**src/rtl/scope_frame_tx_pkg.sv**
```systemverilog
// Shared constants for the scope capture/packetize stage: default header bytes,
// FSM state encodings and the trigger crossing rule (also used by host-side models).
package scope_frame_tx_pkg;

    localparam logic [7:0] HDR0_DEF = 8'hA5;
    localparam logic [7:0] HDR1_DEF = 8'h5A;

    // REQ/ACK/FIN are the per-byte sub-phases of SEND.
    localparam logic [2:0] ST_IDLE      = 3'd0;
    localparam logic [2:0] ST_WAIT_TRIG = 3'd1;
    localparam logic [2:0] ST_CAPTURE   = 3'd2;
    localparam logic [2:0] ST_REQ       = 3'd3;
    localparam logic [2:0] ST_ACK       = 3'd4;
    localparam logic [2:0] ST_FIN       = 3'd5;
    localparam logic [2:0] ST_DONE      = 3'd6;

    // Level crossing between the previous and the current sample.
    function automatic logic level_cross(
        input logic [7:0] prev,
        input logic [7:0] cur,
        input logic [7:0] level,
        input logic       rise
    );
        if (rise)
            return (prev < level) && (cur >= level);
        return (prev > level) && (cur <= level);
    endfunction

endpackage

```
**src/rtl/scope_frame_tx_if.sv**
```systemverilog
// Byte-strobe link to the UART transmitter: byte + active-low request out,
// transmitter activity flag (bps_start) back.
interface scope_frame_tx_if;
    logic [7:0] tx_data;
    logic       tx_int;
    logic       tx_busy;

    modport master (output tx_data, output tx_int, input tx_busy);
    modport slave  (input tx_data, input tx_int, output tx_busy);
endinterface

```
**src/rtl/scope_sample_ram.sv**
```systemverilog
// Simple dual-port sample buffer, one write and one registered read port on clk,
// shaped so the tools map it onto block RAM.
module scope_sample_ram #(
    parameter int DEPTH  = 256,
    parameter int ADDR_W = 8,
    parameter int DATA_W = 8
) (
    input  logic              clk,
    input  logic              wr_en,
    input  logic [ADDR_W-1:0] wr_addr,
    input  logic [DATA_W-1:0] wr_data,
    input  logic [ADDR_W-1:0] rd_addr,
    output logic [DATA_W-1:0] rd_data
);

    logic [DATA_W-1:0] mem [DEPTH];

    // NOTE: the array has no reset; a reset branch would stop block-RAM inference.
    always_ff @(posedge clk) begin
        if (wr_en)
            mem[wr_addr] <= wr_data;
        rd_data <= mem[rd_addr];
    end

endmodule

```
**src/rtl/scope_frame_tx.sv**
```systemverilog
// Scope capture/packetize stage: level trigger on the ADC stream, DEPTH-sample
// capture, then HDR0, HDR1, samples, checksum streamed byte-by-byte to the UART.
module scope_frame_tx
    import scope_frame_tx_pkg::*;
#(
    parameter int         DEPTH  = 256,
    parameter int         ADDR_W = 8,
    parameter logic [7:0] HDR0   = HDR0_DEF,
    parameter logic [7:0] HDR1   = HDR1_DEF
) (
    input  logic                    clk,
    input  logic                    rst_n,
    input  logic [7:0]              adc_data,
    input  logic                    adc_valid,
    input  logic [7:0]              trig_level,
    input  logic                    trig_rise,
    input  logic                    force_trig,
    input  logic                    arm,
    scope_frame_tx_if.master        tx,
    output logic                    busy,
    output logic                    done
);

    localparam int CNT_W = ADDR_W + 2;
    localparam logic [CNT_W-1:0]  FRAME_LEN  = CNT_W'(DEPTH + 3);
    localparam logic [ADDR_W:0]   LAST_WADDR = (ADDR_W + 1)'(DEPTH - 1);

    logic [2:0]        state;
    logic [ADDR_W:0]   wptr;
    logic [ADDR_W:0]   rptr;
    logic [CNT_W-1:0]  byte_cnt;
    logic [7:0]        checksum;
    logic [7:0]        prev_sample;
    logic              prev_valid;
    logic [7:0]        rd_data;
    logic              trig_now;
    logic              wr_en;
    logic              sample_phase;
    logic [7:0]        next_byte;

    // NOTE: every always_comb output gets a default first so no path infers a latch.
    always_comb begin
        trig_now = 1'b0;
        wr_en    = 1'b0;
        if (state == ST_WAIT_TRIG && adc_valid && prev_valid && !force_trig)
            trig_now = level_cross(prev_sample, adc_data, trig_level, trig_rise);
        if (adc_valid && (state == ST_CAPTURE || trig_now))
            wr_en = 1'b1;
    end

    // rptr reaching DEPTH marks that every sample byte has been sent.
    always_comb begin
        sample_phase = 1'b0;
        next_byte    = checksum;
        if (byte_cnt == '0)
            next_byte = HDR0;
        else if (byte_cnt == CNT_W'(1))
            next_byte = HDR1;
        else if (!rptr[ADDR_W]) begin
            sample_phase = 1'b1;
            next_byte    = rd_data;
        end
    end

    // wptr is 0 in WAIT_TRIG, so the triggering sample lands at index 0.
    scope_sample_ram #(
        .DEPTH  (DEPTH),
        .ADDR_W (ADDR_W),
        .DATA_W (8)
    ) u_ram (
        .clk     (clk),
        .wr_en   (wr_en),
        .wr_addr (wptr[ADDR_W-1:0]),
        .wr_data (adc_data),
        .rd_addr (rptr[ADDR_W-1:0]),
        .rd_data (rd_data)
    );

    // NOTE: sequential state uses non-blocking assignments so every register
    // samples the pre-edge values regardless of statement order.
    always_ff @(posedge clk or negedge rst_n) begin
        if (!rst_n) begin
            state       <= ST_IDLE;
            wptr        <= '0;
            rptr        <= '0;
            byte_cnt    <= '0;
            checksum    <= '0;
            prev_sample <= '0;
            prev_valid  <= 1'b0;
            tx.tx_data  <= '0;
            tx.tx_int   <= 1'b1;
        end else begin
            case (state)
                ST_IDLE: begin
                    if (arm) begin
                        state      <= ST_WAIT_TRIG;
                        wptr       <= '0;
                        rptr       <= '0;
                        byte_cnt   <= '0;
                        checksum   <= '0;
                        prev_valid <= 1'b0;
                    end
                end
                ST_WAIT_TRIG: begin
                    if (force_trig) begin
                        state <= ST_CAPTURE;
                        wptr  <= '0;
                    end else if (adc_valid) begin
                        prev_sample <= adc_data;
                        prev_valid  <= 1'b1;
                        if (trig_now) begin
                            state <= ST_CAPTURE;
                            wptr  <= (ADDR_W + 1)'(1);
                        end
                    end
                end
                ST_CAPTURE: begin
                    if (adc_valid) begin
                        wptr <= wptr + 1'b1;
                        if (wptr == LAST_WADDR) begin
                            // Enter via FIN so a transmitter that is still busy is waited out.
                            state    <= ST_FIN;
                            rptr     <= '0;
                            byte_cnt <= '0;
                        end
                    end
                end
                ST_REQ: begin
                    tx.tx_data <= next_byte;
                    tx.tx_int  <= 1'b0;
                    if (sample_phase) begin
                        checksum <= checksum + rd_data;
                        rptr     <= rptr + 1'b1;
                    end
                    state <= ST_ACK;
                end
                ST_ACK: begin
                    if (tx.tx_busy) begin
                        tx.tx_int <= 1'b1;
                        byte_cnt  <= byte_cnt + 1'b1;
                        state     <= ST_FIN;
                    end
                end
                ST_FIN: begin
                    if (!tx.tx_busy)
                        state <= (byte_cnt == FRAME_LEN) ? ST_DONE : ST_REQ;
                end
                ST_DONE: state <= ST_IDLE;
                default: state <= ST_IDLE;
            endcase
        end
    end

    assign busy = (state != ST_IDLE) && (state != ST_DONE);
    assign done = (state == ST_DONE);

endmodule

```
**src/flat_wrapper.sv**
```systemverilog
// flat-port wrapper written by rule: the top's interface ports become plain ports
module scope_frame_tx_flat import scope_frame_tx_pkg::*;
#(
    parameter int         DEPTH  = 256,
    parameter int         ADDR_W = 8,
    parameter logic [7:0] HDR0   = HDR0_DEF,
    parameter logic [7:0] HDR1   = HDR1_DEF
)
  (clk, rst_n, adc_data, adc_valid, trig_level, trig_rise, force_trig, arm, busy, done, tx_tx_data, tx_tx_int, tx_tx_busy);
  scope_frame_tx_if tx_i ();
  input  logic clk;
  input  logic rst_n;
  input  logic [7:0] adc_data;
  input  logic adc_valid;
  input  logic [7:0] trig_level;
  input  logic trig_rise;
  input  logic force_trig;
  input  logic arm;
  output logic busy;
  output logic done;
  output wire logic [$bits(tx_i.tx_data)-1:0] tx_tx_data;
  output wire logic [$bits(tx_i.tx_int)-1:0] tx_tx_int;
  input wire logic [$bits(tx_i.tx_busy)-1:0] tx_tx_busy;
  assign tx_tx_data = tx_i.tx_data;
  assign tx_tx_int = tx_i.tx_int;
  assign tx_i.tx_busy = tx_tx_busy;
  scope_frame_tx #(.DEPTH(DEPTH), .ADDR_W(ADDR_W), .HDR0(HDR0), .HDR1(HDR1)) u_core (.clk(clk), .rst_n(rst_n), .adc_data(adc_data), .adc_valid(adc_valid), .trig_level(trig_level), .trig_rise(trig_rise), .force_trig(force_trig), .arm(arm), .tx(tx_i), .busy(busy), .done(done));
endmodule
```
**config.mk**
```make
export PLATFORM = sky130hd
export DESIGN_NAME = scope_frame_tx_flat
export DESIGN_NICKNAME = d
export VERILOG_FILES = /design/src/rtl/scope_frame_tx_pkg.sv /design/src/rtl/scope_frame_tx_if.sv /design/src/rtl/scope_sample_ram.sv /design/src/rtl/scope_frame_tx.sv /design/src/flat_wrapper.sv
export SDC_FILE = /design/constraint.sdc
export NUM_CORES = 2
export LEC_CHECK = 0
export BUFFER_PORTS_ARGS = -buffer_cell sky130_fd_sc_hd__buf_2
export CORE_UTILIZATION = 40
export CTS_BUF_LIST = sky130_fd_sc_hd__clkbuf_4
export DETAILED_ROUTE_END_ITERATION = 8
export SETUP_SLACK_MARGIN = 0.5
export SYNTH_ARGS = -nofsm -noshare
export SYNTH_HDL_FRONTEND = slang
export SYNTH_SLANG_ARGS = --single-unit
```
**constraint.sdc**
```tcl
create_clock -name clk -period 3.4 [get_ports clk]
set_input_delay 0.34 -clock clk [delete_from_list [all_inputs] [get_ports clk]]
set_output_delay 0.34 -clock clk [all_outputs]
set_load 0.02 [all_outputs]
```
==> metrics.md <==
| Metric | Value |
|---|---|
| 1st-pass router iterations | 6 |
| Placed Area | 93,400 um^2 |
| Netlist cell types | 74 |
| Initial antenna violation count | 9 |
| Setup CP Type | register to register |
| Post-Synthesis Cell Area | 84,000 um^2 |
| Pre-CTS setup slack | -0.180 ns |
| # clock sinks | 2,113 |
| Max_cap viols | 0 |
| Setup Skew | 0.125 ns |
| Ys async rst share | 0.0270 |
| Hold WS | 0.141 ns |
| Vias per cell | 5.81 |
| Main synth FF type | edfxtp_1 |
| Peak VDD IR | 373 uV |
| Tightest Pin Transition | 1.13 ns |
| CTS Buf Count | 565 |
| Area growth syn-to-layout | 26.4% |
| Met2 routed WL | 118,000 um |
| FILL cells | 16,700 |
| Row Count | 167 |
| Post-DR wirelength/cell | 30.3 um |
| Reg clk slew, reported paths | 0.07 ns |
| GRT overflow | 0 |
| HP Class | primary input to async pin |
| EDFF count, synth | 2,048 |
| Power per cell area | 644 nW/um^2 |
| Via Count | 49,700 |
| Share of cells above drive strength 1 | 0.439 |
| Final hold viol count | 0 |
| Slew Viols, Final | 0 |
| DR iter-0 viols | 6,290 |
| I/O Pins | 34 |
| Die footprint | 212,000 um^2 |
| RSZ-0062 raised after global routing | true |
| Die Y | 460 um |
| GR Util All Layers | 0.242 |
| Synth Net Count | 4,322 |
| Final worst path period need | 3.24 ns |
| CP startpoint kind | register |
| Final-report setup violation count | 0 |
| WP data arrival | 4.40 ns |
| Max clock buf depth | 4 |
| Synth warnings | 0 |
| Post-Synthesis Cells | 4,266 |
| RD Place Congestion | 0.886 |
| DR top layer | met5 |
| Post-synthesis area per instance | 19.7 um^2 |
| Die extent in x | 460 um |
| First-pass GRT wire length | 363,000 um |
| Nets | 5,452 |
| Setup crit end kind | register |
| Final Instance Area | 106,000 um^2 |
| Lkg Pwr | 34.8 nW |
| Worst-Skew Late Latency | 1.38 ns |
| Slew HR | 0.250 |
| Met3 WL | 28,100 um |
| Worst r2r dst | u_core.u_ram.rd_data[7]$_DFF_P_ |
| CTS tree | done |
| Initial Util | 0.404 |
| Worst-case reg-to-reg path depth | 11 |
| Peak Freq | 0.308 GHz |
| Register area share after synthesis | 0.751 |
| Final wirelength | 259,000 um |
| Worst Slack Setup Final | 0.156 ns |
| Crit share post-route | 0.954 |
| Routed Antenna Nets | 0 |
| Critical path required time | 4.56 ns |
| PortBufs | 33 |
| H-tree Lvls | 6 |
| Clock Root Buffer | clkbuf_4 |
| Seq cells post-synth | 2,113 |
| Crit-path max FO | 14 |
| Largest net degree at the start of global routing | 150 |
| DPL Wire Length | 159,000 um |
| Outcome | finished clean |
| DRC errors left | 0 |
| Minimum setup slack among reg-to-reg paths | 0.16 ns |
| Number of global-route vias before repair | 49,500 |
| R2r startpoint | u_core.rptr[0]$_DFFE_PN0P_ |
| Core ar. | 208,000 um^2 |
| Met1 wire length | 103,000 um |
| Final core occ | 0.511 |
cells by family after synthesis:
| kind of cell | share of synthesized area |
|---|---|
| buf+inv | 0.0204 |
| simple gates | 0.0395 |
| fa+ha+maj | 0.00500 |
| mux | 0.143 |
| flops | 0.751 |
| compound gates | 0.0401 |
| xor+xnor | 0.00167 |
critical path, stage by stage, from the launching register on:
cell	delay [ns]
dfrtp_4	0.43
buf_12	0.19
buf_16	0.22
buf_4	0.16
buf_16	0.16
mux4_2	0.55
a221oi_1	0.32
nand2_1	0.21
a31oi_1	0.22
buf_4	0.16
a21oi_1	0.07
a22o_2	0.36
flip-flops by register name, indices dropped and copies added (netlist names):
signal,cells
u_core.state,3
u_core.checksum,8
u_core.u_ram.mem,2048
u_core.wptr,9
u_core.tx.tx_data,8
u_core.tx.tx_int,1
u_core.rptr,9
u_core.prev_valid,1
u_core.byte_cnt,10
u_core.u_ram.rd_data,8
u_core.prev_sample,8
placed cells by master, fill, tap and decap left out, types with 16 or more instances in the layout:
cell           count
a211oi_1          20
a21oi_1           67
a221oi_1          44
a22o_1            25
a22oi_1           73
buf_12            86
buf_16            40
buf_2             24
buf_4            356
buf_6            295
buf_8             22
clkbuf_4         778
clkinv_1          98
clkinv_2          27
dfrtp_1           49
dlygate4sd3_1     22
edfxtp_1        2048
ha_1              28
inv_1             25
mux2i_1          143
mux4_2           456
nand2_1          110
nand3_1          143
nor2_1            52
nor2_4           145
nor4_4           111
o21ai_0           52
o221ai_1          16
o22ai_1           27
Yosys cell counts (6+ instances only):
cell         n  area (um^2)
o22ai_1     33          206
edfxtp_1  2048        61500
inv_1       27          101
dfxtp_1      8          160
nor2_1     197          739
nand2b_1     9         56.3
nand4_1      7         43.8
xnor2_1     10         87.6
mux4_2     454        10200
a211oi_1    27          203
xor2_1       6         52.6
a31oi_1      9         56.3
a22o_1      28          245
nor3_1      18         90.1
nor4_1     117          732
and3_1      12         75.1
o211ai_1     6         45.0
nand3_1    145          726
mux2_2      10          113
o21a_1       7         52.6
a22oi_1     84          631
buf_4       19          143
buf_6       34          383
buf_1       16         60.1
a21o_1      10         75.1
ha_1        32          400
mux2i_1    144         1440
o21ai_0     56          280
nor2b_1     18          113
a21oi_1     80          400
dfrtp_1     56         1400
clkbuf_1   172          646
and2_1      16          100
or3_1        9         56.3
a221oi_1    67          587
nand2_1    115          432
o221ai_1    18          158
mux4_1       8          210
buf_2       57          285
cell type report:
type,instances,area (um^2),share of cell area
Antenna cell,4,10.0,0.0000942
Clock buffer,778,5840,0.0550
Clock inverter,154,947,0.00891
Inverter,28,110,0.00104
Multi-Input combinational cell,1823,22800,0.215
Sequential cell,2113,63100,0.594
Tap cell,2788,3490,0.0328
Timing Repair Buffer,865,9940,0.0935
what timing repair did:
item / CTS / global route
hold buffers: 23 / 0
setup buffers: 40 / 74
gates resized for setup: 351 / 540
hold endpoints to repair: 1105 / 0
endpoints found under the setup margin: 2063 / 2071
cloned: 23 / 11
pin swaps: 73 / 140
stage by stage:
step | power [mW] | setup TNS, ns | std cells
after floorplan | 38.4 | 0 | 4266
after global placement | 43.5 | -40.45 | 7446
after detailed placement | 43.5 | -6.39 | 7446
after CTS | 67.3 | 0 | 8464
after global routing | 70.9 | 0 | 8553
final | 68.4 | 0 | 8553
metal layers:
layer | GRT usage | up-vias
li1 | - | 20500
met1 | 0.335 | 25700
met2 | 0.361 | 3066
met3 | 0.0691 | 496
met4 | 0.0966 | 4
met5 | 0 | -
report_power, final:
group / total [mW] / internal (mW) / switching, mW
sequential: 29.0 / 28.8 / 0.211
clock: 21.9 / 11.5 / 10.5
combinational: 17.5 / 8.51 / 8.99
total: 68.4 / 48.8 / 19.7
worst max-delay path by stage:
stage / slack, ns / startpoint / depth (start not counted) / to
floorplan: 0.29 / trig_level[2] / 10 / u_core.u_ram.mem[238][0]$_DFFE_PP_
global placement: -0.22 / u_core.rptr[0]$_DFFE_PN0P_ / 10 / u_core.u_ram.rd_data[3]$_DFF_P_
detailed placement: -0.18 / u_core.rptr[0]$_DFFE_PN0P_ / 13 / u_core.u_ram.rd_data[0]$_DFF_P_
CTS: 0.20 / u_core.rptr[0]$_DFFE_PN0P_ / 14 / u_core.u_ram.rd_data[0]$_DFF_P_
global route: 0.14 / u_core.rptr[0]$_DFFE_PN0P_ / 13 / u_core.u_ram.rd_data[1]$_DFF_P_
finish: 0.16 / u_core.rptr[0]$_DFFE_PN0P_ / 11 / u_core.u_ram.rd_data[7]$_DFF_P_
(Power assumes the default switching activity.)
